## src/rtl/pix_pkg.sv

```systemverilog
// Shared types and default geometry for the pixel ping-pong buffer write path.
// Both the packer and the buffer controller build against these constants.
package pix_pkg;

  typedef enum logic [1:0] {
    IDLE  = 2'd0,
    FILL  = 2'd1,
    WRITE = 2'd2,
    DONE  = 2'd3
  } pix_pack_state_t;

  localparam int unsigned VA_DEFAULT = 500;
  localparam int unsigned PIX_ADDR_W = 9;
  localparam int unsigned PIX_DATA_W = 509;
  localparam int unsigned PIX_SEG_W  = 64;

  // Counter/index width that stays at least one bit for degenerate sizes.
  function automatic int unsigned clog2_min1(input int unsigned n);
    return (n > 1) ? $clog2(n) : 1;
  endfunction

endpackage

```

## src/rtl/pix_row_packer.sv

```systemverilog
// Packs NSEG narrow pixel segments into one row word and writes VA rows per bank,
// then hands the bank to the reader with a single done pulse.
module pix_row_packer
  import pix_pkg::*;
#(
  parameter int unsigned VA         = VA_DEFAULT,
  parameter int unsigned ADDR_WIDTH = PIX_ADDR_W,
  parameter int unsigned DATA_WIDTH = PIX_DATA_W,
  parameter int unsigned SEG_W      = PIX_SEG_W
) (
  input  logic                  clk_i,
  input  logic                  resetz_i,
  input  logic                  in_valid_i,
  output logic                  in_ready_o,
  input  logic [SEG_W-1:0]      in_data_i,
  input  logic                  in_last_i,
  input  logic                  pp_ram_full_i,
  output logic [ADDR_WIDTH-1:0] pix_waddr_o,
  output logic [DATA_WIDTH-1:0] pix_wdata_o,
  output logic                  pix_wr_o,
  output logic                  pp_ram_wr_done_o,
  output logic                  frame_busy_o,
  output logic                  err_o
);

  localparam int unsigned NSEG      = (DATA_WIDTH + SEG_W - 1) / SEG_W;
  localparam int unsigned SEG_CNT_W = clog2_min1(NSEG);
  localparam int unsigned SEG_IDX_W = clog2_min1(SEG_W);
  localparam int unsigned ROW_IDX_W = clog2_min1(DATA_WIDTH);

  localparam logic [SEG_CNT_W-1:0]  SEG_LAST = SEG_CNT_W'(NSEG - 1);
  localparam logic [ADDR_WIDTH-1:0] ROW_LAST = ADDR_WIDTH'(VA - 1);

  pix_pack_state_t r_state;
  pix_pack_state_t w_next_state;

  logic [SEG_CNT_W-1:0]  r_seg_cnt;
  logic [ADDR_WIDTH-1:0] r_row_cnt;
  logic [DATA_WIDTH-1:0] r_row;
  logic [DATA_WIDTH-1:0] r_wdata;
  logic [ADDR_WIDTH-1:0] r_waddr;
  logic                  r_wr;
  logic                  r_done;
  logic                  r_err;

  logic                  w_in_ready;
  logic                  w_frame_busy;
  logic                  w_accept;
  logic                  w_seg_last;
  logic                  w_row_last;
  logic [DATA_WIDTH-1:0] w_row_next;

  assign w_accept   = in_valid_i & w_in_ready;
  assign w_seg_last = (r_seg_cnt == SEG_LAST);
  assign w_row_last = (r_row_cnt == ROW_LAST);

  // State register
  always_ff @(posedge clk_i or negedge resetz_i) begin
    if (!resetz_i) begin
      r_state <= IDLE;
    end else begin
      r_state <= w_next_state;
    end
  end

  // Next-state logic; the segment counter, not in_last_i, closes a row.
  always_comb begin
    w_next_state = r_state;
    unique case (r_state)
      IDLE:    if (!pp_ram_full_i) w_next_state = FILL;
      FILL:    if (w_accept && w_seg_last) w_next_state = WRITE;
      WRITE:   w_next_state = w_row_last ? DONE : FILL;
      DONE:    w_next_state = IDLE;
      default: w_next_state = IDLE;
    endcase
  end

  // State-decoded outputs
  always_comb begin
    w_in_ready   = 1'b0;
    w_frame_busy = 1'b1;
    unique case (r_state)
      IDLE:    w_frame_busy = 1'b0;
      FILL:    w_in_ready   = 1'b1;
      WRITE:   w_in_ready   = 1'b0;
      DONE:    w_in_ready   = 1'b0;
      default: w_frame_busy = 1'b0;
    endcase
  end

  // Merge the incoming segment into its slot; bits past DATA_WIDTH are never
  // generated, which drops the overhang of the final segment.
  always_comb begin
    w_row_next = r_row;
    for (int unsigned b = 0; b < DATA_WIDTH; b++) begin
      if (r_seg_cnt == SEG_CNT_W'(b / SEG_W)) begin
        w_row_next[ROW_IDX_W'(b)] = in_data_i[SEG_IDX_W'(b % SEG_W)];
      end
    end
  end

  always_ff @(posedge clk_i or negedge resetz_i) begin
    if (!resetz_i) begin
      r_seg_cnt <= '0;
      r_row     <= '0;
    end else if (w_accept) begin
      r_row     <= w_row_next;
      r_seg_cnt <= w_seg_last ? '0 : r_seg_cnt + SEG_CNT_W'(1);
    end
  end

  always_ff @(posedge clk_i or negedge resetz_i) begin
    if (!resetz_i) begin
      r_row_cnt <= '0;
    end else if (r_state == WRITE) begin
      r_row_cnt <= w_row_last ? '0 : r_row_cnt + ADDR_WIDTH'(1);
    end
  end

  // Write port is loaded on the closing accept so the strobe lands in WRITE.
  always_ff @(posedge clk_i or negedge resetz_i) begin
    if (!resetz_i) begin
      r_wr    <= 1'b0;
      r_waddr <= '0;
      r_wdata <= '0;
    end else begin
      r_wr <= w_accept & w_seg_last;
      if (w_accept && w_seg_last) begin
        r_waddr <= r_row_cnt;
        r_wdata <= w_row_next;
      end
    end
  end

  always_ff @(posedge clk_i or negedge resetz_i) begin
    if (!resetz_i) begin
      r_done <= 1'b0;
      r_err  <= 1'b0;
    end else begin
      r_done <= (r_state == DONE);
      r_err  <= w_accept & (in_last_i ^ w_seg_last);
    end
  end

  assign in_ready_o       = w_in_ready;
  assign frame_busy_o     = w_frame_busy;
  assign pix_waddr_o      = r_waddr;
  assign pix_wdata_o      = r_wdata;
  assign pix_wr_o         = r_wr;
  assign pp_ram_wr_done_o = r_done;
  assign err_o            = r_err;

endmodule

```

## config.mk

```make
export PLATFORM = sky130hd
export DESIGN_NAME = pix_row_packer
export DESIGN_NICKNAME = d
export VERILOG_FILES = /design/src/rtl/pix_pkg.sv /design/src/rtl/pix_row_packer.sv
export SDC_FILE = /design/constraint.sdc
export NUM_CORES = 2
export LEC_CHECK = 0
export ABC_AREA = 0
export BUFFER_PORTS_ARGS = -buffer_cell sky130_fd_sc_hd__buf_2
export CORE_MARGIN = 2
export CORE_UTILIZATION = 59
export CTS_BUF_LIST = sky130_fd_sc_hd__clkbuf_8
export CTS_CLUSTER_SIZE = 20
export DETAILED_ROUTE_END_ITERATION = 8
export PLACE_DENSITY = 0.84
export SLEW_MARGIN = 20
export SYNTH_ARGS = -nofsm -noshare
export SYNTH_HDL_FRONTEND = slang
export SYNTH_SLANG_ARGS = --single-unit
```

## constraint.sdc

```tcl
create_clock -name clk_i -period 2.1 [get_ports clk_i]
set_input_delay 0.42 -clock clk_i [delete_from_list [all_inputs] [get_ports clk_i]]
set_output_delay 0.42 -clock clk_i [all_outputs]
set_load 0.05 [all_outputs]
```

== Word level (Yosys, flattened, before mapping) ==
Index checks and enable logic that the tools add are counted.
Word-level totals
  flip-flop bits (word level): 1044
  latch bits: 0
  bits in writable memories: 0
  ROM bits: 0
  input port bits: 69
  output and inout port bits: 523
  word-level logic and storage cells: 549
  memories: 0
Cells by class
  add/sub/neg operators: 2
  $mul: 0
  divide/modulo/power cells: 0
  order comparisons: 0
  equality and inequality tests: 13
  shift operators: 0
  mux-type cells: 517
  bitwise logic cells: 4
  reductions and logical operators: 4
Operator list (count)
  $mux 1: 511
  $eq 3x3->1 const B: 4
  $add 9x1->9 const B: 1
  $eq 9x9->1 const B: 1
  $mux 9: 1
  $pmux 2 s4: 1
  $eq 3x2->1 const B: 2
  $mux 2: 3
  $eq 2x2->1 const B: 2
  $ne 2x2->1 const B: 2
  $add 3x1->3 const B: 1
  $and 1x1->1: 3
  $eq 3x1->1 const B: 1
  $logic_not 3->1: 1
  $mux 3: 1
  $eq 2x1->1 const B: 1
  $logic_not 2->1: 1
  $reduce_and 2->1: 1
  $logic_and 1x1->1: 1
  $xor 1x1->1: 1

== Depth between registers and ports, before layout ==
  depth in word-level cells: 6
  depth in mapped cells: 10
  depth with buffers taken out: 6

== Worst setup path before layout ==
Ideal clock, no wire load.
  path type: reg-to-reg
  from: reg r_seg_cnt[0]
  to: reg r_wdata[459] (netlist: pix_wdata_o[459])
  setup time: 66 ps
  data arrival time: 1866 ps
  required time: 2034 ps
  slack: 167 ps
  stages on the path, launching flop included: 11
  path buffers: 5
  period minus slack after synthesis: 1933 ps
  cell sequence: dfrtp_1 > ha_1 > ha_1 > nand4b_1 > buf_2 > buf_6 > buf_6 > buf_2 > buf_2 > nand2_1 > nand2_1
Between the ends
  word-level cells in the longest chain between the ends: 2
  elaborated cells between the ends (all ways): 3
  those cells by class: 1 x eq/ne; 1 x mux; 1 x reduce/logical
RTL lines
  start, declared: line pix_row_packer.sv:37  | logic [SEG_CNT_W-1:0] r_seg_cnt;
  start signal, assigned: line pix_row_packer.sv:108  | r_seg_cnt <= w_seg_last ? '0 : r_seg_cnt + SEG_CNT_W'(1);
  $eq 3x3->1 *: line pix_row_packer.sv:54, pix_row_packer.sv:96
  $mux 1 or $logic_and 1x1->1 (tied branches): line pix_row_packer.sv:96, pix_row_packer.sv:128
  end signal, assigned: line pix_row_packer.sv:130  | r_wdata <= w_row_next;
  end, declared: line pix_row_packer.sv:40  | logic [DATA_WIDTH-1:0] r_wdata;
Every way passes the cells marked *; elsewhere a longest branch is shown, timed or not.
A chain may end at the register's enable or synchronous reset.

== Final worst setup path ==
  from: reg r_state[0]
  to: out frame_busy_o
Between the ends
  word-level cells in the longest chain between the ends: 2
RTL lines
  start, declared: line pix_row_packer.sv:34  | pix_pack_state_t r_state;
  start signal, assigned: line pix_row_packer.sv:62  | r_state <= w_next_state;
  $logic_not 2->1: line pix_row_packer.sv:82  | unique case (r_state)
  $mux 1: line pix_row_packer.sv:82
  end, declared: line pix_row_packer.sv:22  | output logic frame_busy_o,
Every way passes these cells.

==> results.cfg <==
[status]
status = finished clean

[clock_network]
cts.clk_slew.worst_paths_ns = 0.06
cts_buffer_depth = 3
cts_tree = yes
worst_skew_pair.late_latency_ns = 0.81
cts_sinks = 983
htreeDepth = 4
cts-root-buf = clkbuf_8
cts_buffers = 154

[power]
p_per_area_nw_per_um2 = 1820
ir_drop_mv = 1.553
power.leakage_nw = 26.09

[logic_synthesis]
syn-cell-area_um2 = 40730
ys_top_cells_by_area = dfrtp_1 60%, mux2i_1 11%, mux2_2 9.6%
synth_top_area_cell = dfrtp_1
synth_top_area_share_pct = 60.39
ys_seq_area_share_pct = 60.39
ys_types = 42
ys_ff_latch = 983
synth_cells = 3340
yosys_warnings = 0
syn_nets = 3416
synth_area_per_cell_um2 = 12.20

[sta]
finalMaxSlewViolations = 0
hold_violations = 0
max_freq_mhz = 485.0
setup-violations-final = 0
finalWorstSetupSlack_ns = 0.03816
rsz0062_at_grt = yes
relSlewSlack_pct = 64.39
period_share_pct = 98.18
skew_ns = 0.05401
period_needed_ns = 2.062
tightest_slew_ns = 0.5342

[floorplan]
die_h_um = 266.8
start_util_pct = 59.50
die_x_um = 266.8
core-area_um2 = 68470
die-area_um2 = 71160
io_pins = 592
num_rows = 96

[final_layout]
utilization_pct = 71.90
nFillCells = 4290
area.growth.synth_to_final_pct = 20.84
finish.net_count = 4089
mostFrequentLayoutCell = dfrtp_1
drive_above_1_share_pct = 31.77
final_cell_mix = 981 x dfrtp_1, 661 x nand2_1, 588 x buf_2

[detailed_routing]
drt-initial-drc-count = 2628
ant_nets = 0
vias = 29400
dr.pass1.iters = 7
routed_wl_um = 112900
viasPerCell = 5.868
wl_per_cell_um = 22.54
drc = 0

[grt]
grt_usage_pct = 31.78
grt_pass1_vias = 30070
antenna_found_initial = 3
grt_pass1_wl_um = 173100
grt_overflow = 0
grt_max_degree = 110

[setup_path]
cpMaxStageDelayCell = dfrtp_2
r2r_cells = 8
arrival_ns = 1.64
max_stage_delay_ns = 0.41
cp-start-kind = flop
crit_fanout = 6
worstSetupPathType = reg -> out
r2r_start = r_seg_cnt[1]
regToRegSetupSlack_ns = 0.07
required_ns = 1.68
end_kind = output pin
path_cells = buf_6 -> nor2_4 -> inv_4 -> buf_8
r2r-end = pix_wdata_o[449]

[flow_run]
drv_cap = 0

[worst_hold_path]
min_path_type = in -> async

[placement]
place_worst_setup_slack_ns = 0.02696
portBuffers = 591
hpwl_um = 70670
globalplace.congestion = 0.8590
per-layer routing:
layer | up-vias | track usage [%] | share of wire (%)
met3 | 290 | 6.200 | 6.9
met1 | 15010 | 42.56 | 41
li1 | 12760 | - | -
met2 | 1335 | 50.49 | 48
met5 | - | 0 | 0.027
met4 | 4 | 14.85 | 4.0
worst max-delay path: cells and delay by family (launching register included):
kind                   cells  cell delay [ns]
buffers and inverters      3             0.34
DFF                        1             0.41
and+or+nand+nor            1             0.13
stage by stage:
step | hold slack, ns | instance area (µm²) | setup TNS [ns] | std cells | power, mW
final | 0.1255 | 49220 | 0 | 5010 | 89.61
after global routing | 0.07803 | 49220 | -0.09646 | 5010 | 93.62
after CTS | 0.04739 | 49150 | -0.08849 | 5007 | 89.43
after detailed placement | 0.3798 | 45360 | 0 | 4667 | 72.83
after global placement | 0.3829 | 45360 | 0 | 4667 | 71.41
after floorplan | 0.1244 | 40730 | 0 | 3340 | 60.96
cells by family (layout without fill, tap and decap cells):
kind of cell,count (synthesis),in the layout,share of synthesized area (%)
fa+ha+maj,7,7,0.2150
compound gates,464,464,5.759
xor+xnor,3,3,0.06452
other cells,0,1,0
buf+inv,283,1070,3.339
mux,898,898,23.45
simple gates,702,702,6.785
flops,983,983,60.39
cells in the mapped netlist, drive strengths merged:
library cell and n:
ha 7, a21o 1, nand4b 2, nand2 664
nand2b 6, buf 164, mux2i 448, nand3b 2
a221o 1, xnor2 3, nor2 7, a21oi 4
nand4 3, nor4 1, or2 1, o21ai 453
o31ai 2, o21a 1, o211a 1, and2 1
nand3 6, dfrtp 983, and2b 1, mux2 450
or3 2, clkbuf 113, nor2b 2, nor3 1
inv 6, and4 1, or4 2, o2111ai 1
area by class of cell:
class	instances	area (µm²)	area share, %
inverters	6	26.28	0.05338
diodes	1	2.502	0.005084
multi-input cells	2074	14860	30.19
repair buffers	794	5568	11.31
flip-flops and latches	983	24600	49.98
well taps	882	1104	2.242
clock inverters	80	445.4	0.9049
clock buffers	190	2615	5.313
worst max path at each step:
stage / cells past startpoint / slack, ns / to / startpoint
2_1_floorplan: 10 / 0.17 / pix_wdata_o[459] / r_seg_cnt[0]
3_5_place_dp: 7 / 0.03 / pix_wdata_o[223] / r_seg_cnt[1]
3_3_place_gp: 7 / 0.16 / r_state[1] / r_seg_cnt[0]
5_1_grt: 4 / -0.06 / frame_busy_o / r_state[1]
6_report: 4 / 0.04 / frame_busy_o / r_state[0]
4_1_cts: 4 / -0.05 / frame_busy_o / r_state[1]
power breakdown:
| part | leakage, nW | internal, mW | total [mW] | switching (mW) |
|---|---|---|---|---|
| sequential | 12.4 | 27.6 | 33.2 | 5.61 |
| clock | 1.79 | 8.36 | 16.0 | 7.67 |
| combinational | 11.9 | 12.8 | 40.4 | 27.5 |
| total | 26.1 | 48.8 | 89.6 | 40.8 |
state kept, by name, summed over array words and instances (netlist names):
signal and cells:
pix_wdata_o 509, r_row 448, pix_waddr_o 9, r_row_cnt 9, r_seg_cnt 3, r_state 2
err_o 1, pix_wr_o 1, pp_ram_wr_done_o 1
timing repair:
item                                   4_1_cts  5_1_grt
resized for setup                           13        8
gates cloned                                 0        1
setup endpoints to repair                    2       94
endpoints found under the hold margin      506        0
hold buffers                                66        0
buffers inserted                             4        1
pin swaps                                    0        1
Power figures use the tool's default switching activity.
